===== src/rtl/reduce_tree_pipe.sv =====
// Pipelined bitwise reduction tree with selectable operator and valid/ready
// backpressure; each stage halves the operand and carries its op alongside.

module reduce_tree_stage #(
   parameter  int IN_W   = 2,
   parameter  int LVL    = 0,
   parameter  bit REDUCE = 1'b1,
   localparam int OUT_W  = REDUCE ? IN_W / 2 : IN_W
) (
   input  logic             clk,
   input  logic             rst,
   input  logic             ld,
   input  logic             vld_in,
   input  logic [IN_W-1:0]  d_in,
   input  logic [1:0]       op_in,
   output logic             vld_q,
   output logic [OUT_W-1:0] d_q,
   output logic [1:0]       op_q
);
   logic             vld_d;
   logic [OUT_W-1:0] d_d;
   logic [1:0]       op_d;
   logic [OUT_W-1:0] red;

   if (REDUCE) begin : g_red
      localparam int H = IN_W / 2;
      // ALT cycles AND, XOR, OR, XOR over the level index.
      localparam logic [1:0] ALT_OP = (LVL % 4 == 0) ? 2'b00 :
                                      (LVL % 2 == 1) ? 2'b10 : 2'b01;
      logic [H-1:0] hi, lo;
      logic [1:0]   eff;
      always_comb begin
         hi  = d_in[IN_W-1:H];
         lo  = d_in[H-1:0];
         eff = (op_in == 2'b11) ? ALT_OP : op_in;
         case (eff)
            2'b00:   red = hi & lo;
            2'b01:   red = hi | lo;
            default: red = hi ^ lo;
         endcase
      end
   end else begin : g_pass
      assign red = d_in;
   end

   always_comb begin
      vld_d = vld_q;
      d_d   = d_q;
      op_d  = op_q;
      if (ld) begin
         vld_d = vld_in;
         d_d   = red;
         op_d  = op_in;
      end
   end

   always_ff @(posedge clk or posedge rst) begin
      if (rst) begin
         vld_q <= 1'b0;
         d_q   <= '0;
         op_q  <= 2'b00;
      end else begin
         vld_q <= vld_d;
         d_q   <= d_d;
         op_q  <= op_d;
      end
   end
endmodule

module reduce_tree_pipe #(
   parameter int WIDTH = 16
) (
   input  logic             clk,
   input  logic             rst,
   input  logic             in_valid,
   output logic             in_ready,
   input  logic [WIDTH-1:0] in_a,
   input  logic [1:0]       in_op,
   output logic             out_valid,
   input  logic             out_ready,
   output logic             out_b,
   output logic [1:0]       out_op
);
   localparam int L  = $clog2(WIDTH);
   localparam int DW = 2 * WIDTH - 1;

   // All stage data packed end to end: stage s lives at [2W-2*(W>>s) +: W>>s].
   logic [DW-1:0]     data;
   logic [L:0]        vld;
   logic [L:0][1:0]   op;
   logic [L+1:0]      rdy;

   assign rdy[L+1] = out_ready;

   for (genvar s = 0; s <= L; s++) begin : g_stg
      localparam int SW  = WIDTH >> s;
      localparam int OFF = 2 * WIDTH - 2 * SW;

      // An empty stage always accepts, so bubbles collapse under a stall.
      assign rdy[s] = !vld[s] || rdy[s+1];

      if (s == 0) begin : g_in
         reduce_tree_stage #(.IN_W(WIDTH), .LVL(0), .REDUCE(1'b0)) u_stg (
            .clk    (clk),
            .rst    (rst),
            .ld     (rdy[0]),
            .vld_in (in_valid),
            .d_in   (in_a),
            .op_in  (in_op),
            .vld_q  (vld[0]),
            .d_q    (data[OFF +: SW]),
            .op_q   (op[0])
         );
      end else begin : g_lvl
         localparam int PW   = 2 * SW;
         localparam int POFF = 2 * WIDTH - 2 * PW;
         reduce_tree_stage #(.IN_W(PW), .LVL(s - 1), .REDUCE(1'b1)) u_stg (
            .clk    (clk),
            .rst    (rst),
            .ld     (rdy[s]),
            .vld_in (vld[s-1]),
            .d_in   (data[POFF +: PW]),
            .op_in  (op[s-1]),
            .vld_q  (vld[s]),
            .d_q    (data[OFF +: SW]),
            .op_q   (op[s])
         );
      end
   end

   assign in_ready  = rdy[0];
   assign out_valid = vld[L];
   assign out_b     = data[DW-1];
   assign out_op    = op[L];
endmodule


===== config.mk =====
export PLATFORM = sky130hd
export DESIGN_NAME = reduce_tree_pipe
export DESIGN_NICKNAME = d
export VERILOG_FILES = /design/src/rtl/reduce_tree_pipe.sv
export SDC_FILE = /design/constraint.sdc
export NUM_CORES = 1
export LEC_CHECK = 0
export ABC_AREA = 0
export BUFFER_PORTS_ARGS = -buffer_cell sky130_fd_sc_hd__buf_2
export CORE_MARGIN = 1.5
export CORE_UTILIZATION = 34
export CTS_CLUSTER_SIZE = 16
export DETAILED_ROUTE_END_ITERATION = 16
export PLACE_DENSITY = 0.53
export RECOVER_POWER = 25
export SETUP_SLACK_MARGIN = 0.2
export SLEW_MARGIN = 25
export SYNTH_ARGS = -nofsm -noshare
export SYNTH_HDL_FRONTEND = slang
export SYNTH_HIERARCHICAL = 1
export SYNTH_SLANG_ARGS = --single-unit

===== constraint.sdc =====
create_clock -name clk -period 2.7 [get_ports clk]
set_input_delay 0.54 -clock clk [delete_from_list [all_inputs] [get_ports clk]]
set_output_delay 0.54 -clock clk [all_outputs]
set_load 0.01 [all_outputs]

# --- Word level (Yosys, flattened, before mapping) ---
# Index checks and enable logic that the tools add are counted.
word_totals:
  inputBits: 22
  register_bits: 46
op_classes:
  eq_ne: 8
  mux: 8
  n_reduce_logical: 14
  bitwise_logic: 12
ops:
  columns: ["op", "count"]
  rows:
  - ["$pmux W8 S2", 1]
  - ["$and A8 B8 Y8", 1]
  - ["$eq A2 B1 Y1 const B", 4]
  - ["$eq A2 B2 Y1 const B", 4]
  - ["$logic_not A2 Y1", 4]
  - ["$mux W2", 4]
  - ["$or A8 B8 Y8", 1]
  - ["$pmux W4 S2", 1]
  - ["$xor A8 B8 Y8", 1]
  - ["$logic_not A1 Y1", 5]
  - ["$logic_or A1 B1 Y1", 5]
  - ["$and A4 B4 Y4", 1]
  - ["$or A4 B4 Y4", 1]
  - ["$pmux W2 S2", 1]
  - ["$xor A4 B4 Y4", 1]
  - ["$and A2 B2 Y2", 1]
  - ["$or A2 B2 Y2", 1]
  - ["$pmux W1 S2", 1]
  - ["$xor A2 B2 Y2", 1]
  - ["$and A1 B1 Y1", 1]
  - ["$or A1 B1 Y1", 1]
  - ["$xor A1 B1 Y1", 1]

# --- Longest topological paths before layout ---
# Gate-level depths: netlist of run 1.
depth:
  depth_word: 6
  ltp_mapped: 6

# --- Modules after synthesis ---
# The synthesis of run 1 kept the hierarchy.
by_module_without_submodules:
  columns: ["mod", "area_per_inst_um2", "seq_area_each_um2", "n_inst", "cells_per_inst"]
  rows:
  - ["reduce_tree_stage at g_stg[1].g_lvl.u_stg", 837.1, 275.3, 1, 89]
  - ["reduce_tree_stage at g_stg[0].g_in.u_stg", 762.0, 475.5, 1, 41]
  - ["reduce_tree_stage at g_stg[2].g_lvl.u_stg", 489.2, 175.2, 1, 50]
  - ["reduce_tree_stage at g_stg[3].g_lvl.u_stg", 326.6, 125.1, 1, 27]
  - ["reduce_tree_stage at g_stg[4].g_lvl.u_stg", 196.4, 100.1, 1, 17]
  - ["reduce_tree_pipe", 35.0, 0.0, 1, 6]

# --- Worst setup path after synthesis of run 1 ---
# OpenSTA, ideal clock, no wires.
synth_path:
  kind: "in2reg"
  start: "input out_ready"
  end: "register g_stg[0].g_in.u_stg.d_q[10]"
  cell_stages: 5
  setup_time_ns: 0.125
  path_slack_ns: 0.971
  required_ns: 2.575
  t_arrival_ns: 1.604
  path_cell_list: "and3b_2 > nand4_1 > buf_6 > buf_12 > mux2_4"
synth_between:
  elab_chain_len: 5
synth_rtl:
  columns: ["element", "line_no", "source"]
  rows:
  - ["from (decl)", "80", "input logic out_ready,"]
  - ["$logic_or A1 B1 Y1 (5 in series)", "100", "assign rdy[s] = !vld[s] || rdy[s+1];"]
  - ["via in_ready", "76", "output logic in_ready,"]
  - ["to (signal assigned)", "60", "d_q <= '0;"]
  - ["to (signal assigned)", "64", "d_q <= d_d;"]
  - ["to (decl)", "17", "output logic [OUT_W-1:0] d_q,"]
# The timed path passes the listed nets, and every way through them passes these cells.
# A chain may end at the register's enable or synchronous reset.

# --- Worst setup path after layout of run 1 ---
layout_path:
  start: "register g_stg[4].g_lvl.u_stg.vld_q"
  end: "register g_stg[1].g_lvl.u_stg.d_q[1]"
layout_between:
  elab_chain_len: 5
layout_rtl:
  columns: ["element", "line_no", "source"]
  rows:
  - ["from (decl)", "16", "output logic vld_q,"]
  - ["from (signal assigned)", "63", "vld_q <= vld_d;"]
  - ["$logic_not A1 Y1", "100", null]
  - ["$logic_or A1 B1 Y1 (4 in series)", "100", null]
  - ["via rdy[1]", "91", "logic [L+1:0] rdy;"]
  - ["to (signal assigned)", "60", null]
  - ["to (signal assigned)", "64", null]
  - ["to (decl)", "17", null]
# The timed path passes the listed nets, and every way through them passes these cells.

==> metrics, run 1 <==
Final TNS setup 0 ns; CTS Buf Count 5; layout cell share with drive strength beyond 1 27.3%; routed len/inst 11.1 um; CTS clk-pin slew, worst paths 0.08 ns; status finished, final reports clean; drt pass-1 iters 4; Peak Freq 570 MHz; Top delay family on crit path simple AND/OR/NAND/NOR gates; total wire length 3950 um; crit path launch type flip-flop; RSZ-0062 raised after global routing false; most common cell after layout, fill and taps aside dfrtp_1; Max Slew Vio Count 0; cell area power density 621 mW/mm^2; crit path DAT 1.97 ns; Critical-path top delay cell nand3_1; commonest non-fill, non-tap cells in the layout 46 x dfrtp_1, 38 x inv_1, 32 x ha_1; vias in the first global route 1598; total global-route track usage 10.9%; die area 0.00832 mm^2; #FFs+latches synth 46; syn avg cell area 11.5 um^2; clk_skew 0.00399 ns; Max FO, Critical Path 14; Post-CTS Resized 0; max cap viols 0; worst hold path type input port to asynchronous set/reset pin; first-pass GRT wire length 7330 um; Layout Nets 310; Via density 4.48; Setup crit end kind flip-flop; CTS tree yes; met1 usage in global routing 13.8%; Leakage 1.50 nW; Rel. slew slack 51.4%; n_diodes 0; synthesized area 0.00265 mm^2; Critical Path RT 2.92 ns; met2 usage 17.8%; dpl cell area 0.00282 mm^2; switching share of power 27.6%; Post-DRT Antenna Nets 0; Internal Power 1.32 mW; Pwr Total 1.82 mW; sequential fraction of the synthesis area 43.5%; Ys Warns 6; IO Port Bufs 26; area of the core 0.00741 mm^2; P_sw 0.502 mW; Worst Tran Pin Value 0.728 ns; drt drc 0; Starting Density 35.7%; Yosys cell types 29; sequential share of power 49.1%; critical-path cell list and3b_2, nand3_1, nand2_1, o22ai_1, a31oi_1; Clock Tree Buf Depth 2; gpl congestion 0.759; row count 31; initial drt markers 35; Worst R2R Setup Slack 0.94 ns; Final Hold Fails 0; Post-Layout Inst Area 0.00293 mm^2; hpwl dp 3070 um; combinational share of power 22.5%; VDD IR max 0.258 mV; Congestion Overflow GR 0; Critical path buffers and inverters 0; period utilization 65.0%; met3 Use GR 2.85%; Syn Nets 284; Chip Height 91.2 um; # clock sinks 46; root buffer cell clkbuf_8; clk_lat worst skew 0.29 ns; Die W 91.2 um; slowest stage delay, CP 0.39 ns; synthesis-to-layout area growth 10.9%; DR vias 1592; Post-CTS Setup Bufs 0; Final Setup Violations 0; Clock power frac 28.3%; hold_buf cts 0; Setup Crit Path Kind flip-flop to flip-flop; pin count of the biggest net entering global routing 20; IO Count 27; Top Usage Layer GRT met2; fin crit period 1.76 ns; H-tree levels 2; Post-Syn Instances 230; initial antenna violation count 0
synthesized netlist by cell type, drive strengths merged:
cell type	number	area [um^2]
inv	38	143
and3b	1	10.0
or2b	6	45.0
nor2b	4	32.5
mux2	31	409
nor2	2	7.51
ha	32	400
o22ai	7	43.8
nand3	1	5.00
dfrtp	46	1150
o21ai	9	45.0
nand2	15	56.3
buf	7	80.1
nand3b	3	22.5
nand2b	7	46.3
clkbuf	1	5.00
nand4	1	6.26
and2b	1	7.51
a31oi	13	81.3
o211ai	2	20.0
a211o	1	8.76
mux2i	2	20.0
per-layer routing:
layer  routed length, um  part of all wire, %
met1                1900                   48
met5                   0                    0
met3                 133                  3.4
met4                  48                  1.2
met2                1860                   47
registers in the layout (all words and copies together) (netlist names):
name                     cells
g_stg.g_lvl.u_stg/d_q       15
g_stg.g_in.u_stg/op_q        2
g_stg.g_lvl.u_stg/vld_q      4
g_stg.g_in.u_stg/vld_q       1
g_stg.g_lvl.u_stg/op_q       8
g_stg.g_in.u_stg/d_q        16
worst paths after layout:
kind	start	endpoint	depth (start not counted)
worst max register to register	g_stg[4].g_lvl.u_stg/vld_q	g_stg[1].g_lvl.u_stg/d_q[1]	5
worst min-delay path	rst	g_stg[4].g_lvl.u_stg/d_q	2
min in group clk	in_a[5]	g_stg[0].g_in.u_stg/d_q[5]	2
worst max-delay path	g_stg[4].g_lvl.u_stg/vld_q	g_stg[1].g_lvl.u_stg/d_q[1]	5
max in group asynchronous	rst	g_stg[0].g_in.u_stg/d_q[6]	2
worst min register to register	g_stg[4].g_lvl.u_stg/op_q[1]	g_stg[4].g_lvl.u_stg/op_q[1]	1
final cells by class:
class                           instances  area [um^2]
Clock buffer                            6         82.6
Sequential cell                        46         1150
Fill cell                             741         4470
Timing Repair Buffer                   27          136
Multi-Input combinational cell        138         1270
Tap cell                               99          124
Inverter                               38          143
Clock inverter                          1         30.0
through the flow:
stage	hold slack, ns	setup slack, ns	utilization [%]	instances
after floorplan	0.306	0.971	-	230
after global placement	0.473	0.685	38.1	348
after detailed placement	0.473	0.622	38.1	348
after CTS	0.152	0.909	39.6	355
after global routing	0.172	0.732	39.6	355
final	0.163	0.945	39.6	355
power groups by stage:
stage                     sequential (mW)  clock [mW]  combinational [mW]
after floorplan                     0.897           0               0.329
after global routing                0.918       0.570               0.484
after global placement              0.908           0               0.410
after detailed placement            0.912           0               0.420
final                               0.895       0.516               0.411
after CTS                           0.899       0.541               0.422
logic make-up (layout without fill, tap and decap cells):
logic type | Yosys count | in the layout | share of synthesized area [%]
adder cells (fa/ha/maj) | 32 | 32 | 15.1
AO/OA/AOI/OAI | 32 | 32 | 7.52
buffers and inverters | 46 | 72 | 8.60
AND/OR/NAND/NOR | 41 | 41 | 9.03
multiplexers | 33 | 33 | 16.2
flip-flops | 46 | 46 | 43.5
Power figures use the tool's default switching activity.
==> run 2: changes to the inputs <==
ABC_AREA = 1   (was 0)
PLACE_DENSITY = 0.55   (was 0.53)
clock period = 1.5 ns   (was 2.7 ns; I/O delays follow)
==> metrics, run 2 <==
IO Port Bufs 26 (unchanged); CTS Buf Count 5 (unchanged); Layout Nets 447 (+44%); count leader, synth nand2_1; root buffer cell clkbuf_8; cell count after placement 483 (+39%); vias in the first global route 1977 (+24%); Clock Tree Buf Depth 2 (unchanged); Final Setup Violations 0 (unchanged); Critical Path RT 1.20 ns (-1.72 ns); #FFs+latches synth 46 (unchanged); Final TNS setup 0 ns (unchanged); Max FO, Critical Path 4 (-10); row count 32 (+3.2%); Top Registers g_stg.g_in.u_stg/d_q x16, g_stg.g_lvl.u_stg/d_q x15, g_stg.g_lvl.u_stg/op_q x8; fin crit period 1.47 ns; sequential share of power 50.0% (+0.9 points); Yosys cell types 23 (-21%); max cap viols 0 (unchanged); Setup crit end kind output pin; initial antenna violation count 0 (unchanged); Via density 4.21 (-6.2%); most common cell after layout, fill and taps aside nand2_1; H-tree levels 2 (unchanged); met3 Use GR 2.75% (-0.097 points); met1 usage in global routing 14.4% (+0.58 points); IO Count 27 (unchanged); Worst Tran Pin Value 0.471 ns (-0.257 ns); Setup Crit Path Kind flip-flop to output pin; top-area cell type share of the netlist area 41.1% (-2.4 points); Post-DRT Antenna Nets 0 (unchanged); layout cell share with drive strength beyond 1 16.5% (-11 points); crit path DAT 1.17 ns (-0.80 ns); sequential fraction of the synthesis area 41.1% (-2.4 points); met2 usage 21.4% (+3.5 points); Max Slew Vio Count 0 (unchanged); Internal Power 2.15 mW (+63%); cell taking the most area after synthesis dfrtp_1; Rel. slew slack 68.6% (+17 points); RSZ-0062 raised after global routing true; synthesized area 0.00280 mm^2 (+5.8%); Post-Syn Instances 359 (+56%); syn avg cell area 7.80 um^2 (-32%); clk_skew 0.0147 ns (+0.0107 ns); Pwr Total 3.23 mW (+77%); drt pass-1 iters 4 (unchanged); Die W 93.8 um (+2.8%); gpl congestion 0.761 (+0.25%); final worst slack 0.0329 ns (-0.912 ns); top cells by area, synth dfrtp_1 41%, nand2_1 18%, ha_1 14%, inv_1 9.5%, nand3_1 3.4%; Congestion Overflow GR 0 (unchanged); synth cell count leaders 135 x nand2_1, 71 x inv_1, 46 x dfrtp_1, 32 x ha_1, 19 x nand3_1; synthesis-to-layout area growth 13.3%; Clock power frac 24.0% (-4.3 points); initial drt markers 50 (+43%); Chip Height 93.8 um (+2.8%); worst hold path type input port to flip-flop; Top Usage Layer GRT met2; Final Hold Fails 0 (unchanged); Starting Density 35.7% (-0.038 points); period utilization 97.8%; # clock sinks 46 (unchanged); total global-route track usage 12.2% (+1.3 points); cell area power density 1020 mW/mm^2 (+64%); Layout Cells excl Fill 496 (+40%); clk_lat worst skew 0.30 ns (about the same); pin count of the biggest net entering global routing 21 (+5.0%); CTS tree yes; commonest non-fill, non-tap cells in the layout 135 x nand2_1, 71 x inv_1, 46 x dfrtp_1; status finished, final reports clean; DR vias 2087 (+31%); Syn Nets 413 (+45%); ys async rst share 100% (unchanged); drt drc 0 (unchanged); fin util 40.4% (+0.81 points); die area 0.00879 mm^2 (+5.6%); total wire length 4730 um (+20%); crit path launch type flip-flop; pre-CTS setup slack 0.149 ns (-0.473 ns); hpwl dp 3580 um (+17%); switching share of power 33.5% (+5.9 points); Peak Freq 682 MHz; prevailing post-synth register cell dfrtp_1; routed len/inst 9.54 um (-14%); Ys Warns 6 (unchanged); Largest Register g_stg.g_in.u_stg/d_q; VDD IR max 0.353 mV (+37%); CTS clk-pin slew, worst paths 0.09 ns (about the same); P_sw 1.08 mW (+120%); number of synthesized flops with an enable pin 0 (unchanged); combinational share of power 26.0% (+3.5 points); Leakage 1.84 nW (+23%); max reg flops 16 (unchanged); n_diodes 0 (unchanged); area of the core 0.00785 mm^2 (+5.9%); first-pass GRT wire length 8560 um (+17%)
-- run 2: changes by cell type after synthesis, sizes merged, moves of 6 or more --
| cell | before | now |
|---|---|---|
| o22ai | 7 | 0 |
| nor2 | 2 | 14 |
| a21oi | 0 | 13 |
| mux2 | 31 | 2 |
| nand3 | 1 | 21 |
| or2b | 6 | 0 |
| nand2b | 7 | 0 |
| nand2 | 15 | 136 |
| a31oi | 13 | 0 |
| inv | 38 | 77 |
-- run 2: repair_timing --
item	in CTS	in global routing
hold endpoints to repair	16	0
hold buffers	1	0
gates resized for setup	4	3
setup buffers	2	2
pin swaps	1	0
endpoints found under the setup margin	23	32
-- run 2: per-stage QoR --
step                hold slack, ns  cell area [um^2]
floorplan                   0.0661              2810
global route                 0.186              3170
finish                       0.185              3170
global placement             0.242              3020
detailed placement           0.244              3020
CTS                          0.174              3150
-- run 2: metal layers --
metal	routed length (um)	up-vias
met4	65	0
li1	-	1124
met1	2260	933
met5	0	-
met2	2270	25
met3	130	5
-- run 2: logic make-up (layout without fill, tap and decap cells) --
kind of cell | after synthesis | after routing | synth area share [%]
simple gates | 176 | 176 | 25.9
buf+inv | 86 | 121 | 13.7
flops | 46 | 46 | 41.1
fa+ha+maj | 32 | 32 | 14.3
compound gates | 17 | 17 | 3.98
mux | 2 | 2 | 1.07
-- run 2: critical path, stage by stage (launching register included) --
cell,delay [ns]
dfrtp_1,0.41
nand3_2,0.11
nor2_4,0.12
nand3_2,0.09
buf_6,0.13
-- run 2: worst paths after layout --
kind                                               from  slack (ns)                      endpoint  depth (start not counted)
max in group asynchronous                           rst        0.46    g_stg[0].g_in.u_stg/d_q[6]                          4
max                          g_stg[4].g_lvl.u_stg/vld_q        0.03                      in_ready                          4
max reg2reg                  g_stg[4].g_lvl.u_stg/vld_q        0.21   g_stg[0].g_in.u_stg/d_q[12]                          7
min in group asynchronous                           rst        0.50  g_stg[4].g_lvl.u_stg/op_q[1]                          3
min reg2reg                g_stg[4].g_lvl.u_stg/op_q[0]        0.50  g_stg[4].g_lvl.u_stg/op_q[0]                          2
min                                             in_a[2]        0.19    g_stg[0].g_in.u_stg/d_q[2]                          3
-- run 2: cell type report --
type | count | area [um^2]
Sequential cell | 46 | 1150
Clock inverter | 3 | 18.8
Tap cell | 102 | 128
Inverter | 77 | 297
Fill cell | 866 | 4680
Clock buffer | 5 | 68.8
Multi-Input combinational cell | 227 | 1280
Timing Repair Buffer | 36 | 230
-- run 2: power groups by stage --
stage               sequential [mW]  combinational (mW)  clock, mW
floorplan                      1.62               0.616          0
global placement               1.64               0.797          0
detailed placement             1.65               0.816          0
CTS                            1.62               0.836      0.813
global route                   1.66                1.00      0.872
finish                         1.62               0.839      0.776
==> run 3: changes to the inputs <==
PLACE_DENSITY = 0.53   (was 0.55)
clock period = 1.4 ns   (was 1.5 ns; I/O delays follow)
==> metrics, run 3 (synthesized netlist as in run 2, its figures left out) <==
status finished, final reports clean; total global-route track usage 12.4% (+0.27 points); CTS clk-pin slew, worst paths 0.09 ns (about the same); Critical-path top delay cell dfrtp_1; n_diodes 0 (unchanged); vias in the first global route 2037 (+3.0%); # clock sinks 46 (unchanged); period utilization 99.9%; Top Registers g_stg.g_in.u_stg/d_q x16, g_stg.g_lvl.u_stg/d_q x15, g_stg.g_lvl.u_stg/op_q x8; gpl congestion 0.710 (-6.7%); VDD IR max 0.487 mV (+38%); Chip Height 93.8 um (unchanged); Internal Power 2.54 mW (+18%); commonest non-fill, non-tap cells in the layout 134 x nand2_1, 67 x inv_1, 46 x dfrtp_1; fin crit period 1.40 ns; most common cell after layout, fill and taps aside nand2_1; Worst Tran Pin Value 0.482 ns (+0.0104 ns); final worst slack 0.00148 ns (-0.0314 ns); RSZ-0062 raised after global routing true; register area 0.00115 mm^2 (unchanged); pin count of the biggest net entering global routing 20 (-4.8%); routed len/inst 9.40 um (-1.5%); Die W 93.8 um (unchanged); Clock Tree Buf Depth 2 (unchanged); Critical Path RT 1.12 ns (-0.08 ns); P_sw 1.18 mW (+9.3%); critical-path cell list nand3_2, nor2_4, nand3_4, buf_6; Fillers 816 (-5.8%); Setup Crit Path Kind flip-flop to output pin; max reg flops 16 (unchanged); worst hold path type input port to flip-flop; fin util 42.1% (+1.7 points); Congestion Overflow GR 0 (unchanged); Post-DRT Antenna Nets 0 (unchanged); clk_skew 0.0122 ns (-0.00252 ns); R2R depth 9 (+2); Final Hold Fails 0 (unchanged); layout cell share with drive strength beyond 1 19.6% (+3.1 points); total wire length 4690 um (-0.93%); Final Setup Violations 0 (unchanged); root buffer cell clkbuf_8; crit path DAT 1.12 ns (-0.05 ns); Peak Freq 715 MHz; Clock power frac 27.0% (+3.0 points); clk_lat worst skew 0.30 ns (about the same); Setup crit end kind output pin; synthesis-to-layout area growth 18.0%; Leakage 1.88 nW (+2.3%); switching share of power 31.8% (-1.7 points); Hold Path Depth 3 (unchanged); first-pass GRT wire length 8760 um (+2.4%); Layout Nets 450 (+0.67%); row count 32 (unchanged); Rel. slew slack 67.9% (-0.69 points); pre-CTS setup slack 0.0930 ns (-0.0561 ns); crit path launch type flip-flop; hold slack final 0.169 ns (-0.0163 ns); drt drc 0 (unchanged); H-tree levels 2 (unchanged); CTS Buf Count 5 (unchanged); Max FO, Critical Path 2 (-2); max cap viols 0 (unchanged); Largest Register g_stg.g_in.u_stg/d_q; die area 0.00879 mm^2 (unchanged); cell area power density 1130 mW/mm^2 (+11%); Max Slew Vio Count 0 (unchanged); Layout Cells excl Fill 499 (+0.60%); Via density 4.15 (-1.4%); area occupied by multi-input gates 0.00131 mm^2 (+2.2%); combinational share of power 26.5% (+0.5 points); initial antenna violation count 0 (unchanged); hpwl dp 3580 um (-0.20%); cell count after placement 483 (unchanged); initial drt markers 58 (+16%); area of the core 0.00785 mm^2 (unchanged); drt pass-1 iters 4 (unchanged); Starting Density 35.7% (unchanged); IO Port Bufs 26 (unchanged); IO Count 27 (unchanged); DR vias 2070 (-0.81%); slowest stage delay, CP 0.38 ns (-0.03 ns); CTS tree yes; sequential share of power 46.5% (-3.5 points)
==> run 3: cell count changes in the layout (fill, tap and decap cells not counted), sizes merged <==
cell	previous run	this run
bufinv	0	1
buf	33	36
clkinv	2	3
inv	78	76
==> run 3: path summary, 6_finish.rpt <==
| kind | start | end | slack [ns] |
|---|---|---|---|
| worst min-delay path | in_a[13] | g_stg[0].g_in.u_stg/d_q[13] | 0.17 |
| min in group asynchronous | rst | g_stg[4].g_lvl.u_stg/vld_q | 0.46 |
| worst max register to register | g_stg[3].g_lvl.u_stg/vld_q | g_stg[1].g_lvl.u_stg/d_q[0] | 0.08 |
| worst max-delay path | g_stg[3].g_lvl.u_stg/vld_q | in_ready | 0.001 |
| max in group asynchronous | rst | g_stg[0].g_in.u_stg/d_q[8] | 0.37 |
| worst min register to register | g_stg[4].g_lvl.u_stg/op_q[0] | g_stg[4].g_lvl.u_stg/op_q[0] | 0.49 |
==> run 3: area by class of cell <==
| cell class | instances | area share, % |
|---|---|---|
| timing repair buffer | 39 | 8.56 |
| clock inverter | 3 | 1.33 |
| inverter | 77 | 9.73 |
| tap | 102 | 3.86 |
| clock buffer | 5 | 2.08 |
| multi-input combinational | 227 | 39.6 |
| sequential | 46 | 34.8 |
==> run 3: worst max-delay path, delay by kind of cell (launching register included) <==
kind	cells	cell delay (ns)
DFF	1	0.38
buffers and inverters	1	0.12
and+or+nand+nor	3	0.30
==> run 3: metal layers <==
layer	wire (um)	vias up	GRT usage, %	share of wire [%]
li1	-	1129	-	-
met1	2240	913	15.1	48
met2	2260	23	21.8	48
met3	125	5	2.91	2.7
met4	57	0	3.73	1.2
met5	0	-	0	0
==> run 3: what timing repair did <==
action                                 in CTS  in global routing
resized for setup                          13                 15
setup buffers                               5                  1
pin swaps                                   2                  6
hold buffers                                1                  0
endpoints found under the hold margin      16                  0
cloned                                      1                  0
setup endpoints to repair                  34                 38
==> run 3: metrics by stage <==
step / cell area [um^2] / total power, mW / setup TNS, ns
2_1_floorplan: 2820 / 2.40 / 0
3_3_place_gp: 3030 / 2.63 / 0
3_5_place_dp: 3030 / 2.65 / 0
4_1_cts: 3260 / 3.75 / -0.0509
5_1_grt: 3300 / 4.05 / -0.303
6_report: 3300 / 3.72 / 0
==> run 3: power by group through the flow <==
| stage | Clock (mW) | Combinational, mW | Sequential, mW |
|---|---|---|---|
| after global placement | 0 | 0.869 | 1.76 |
| after detailed placement | 0 | 0.887 | 1.76 |
| after global routing | 1.11 | 1.18 | 1.77 |
| final | 1.01 | 0.987 | 1.73 |
| after CTS | 1.06 | 0.963 | 1.73 |
| after floorplan | 0 | 0.665 | 1.74 |
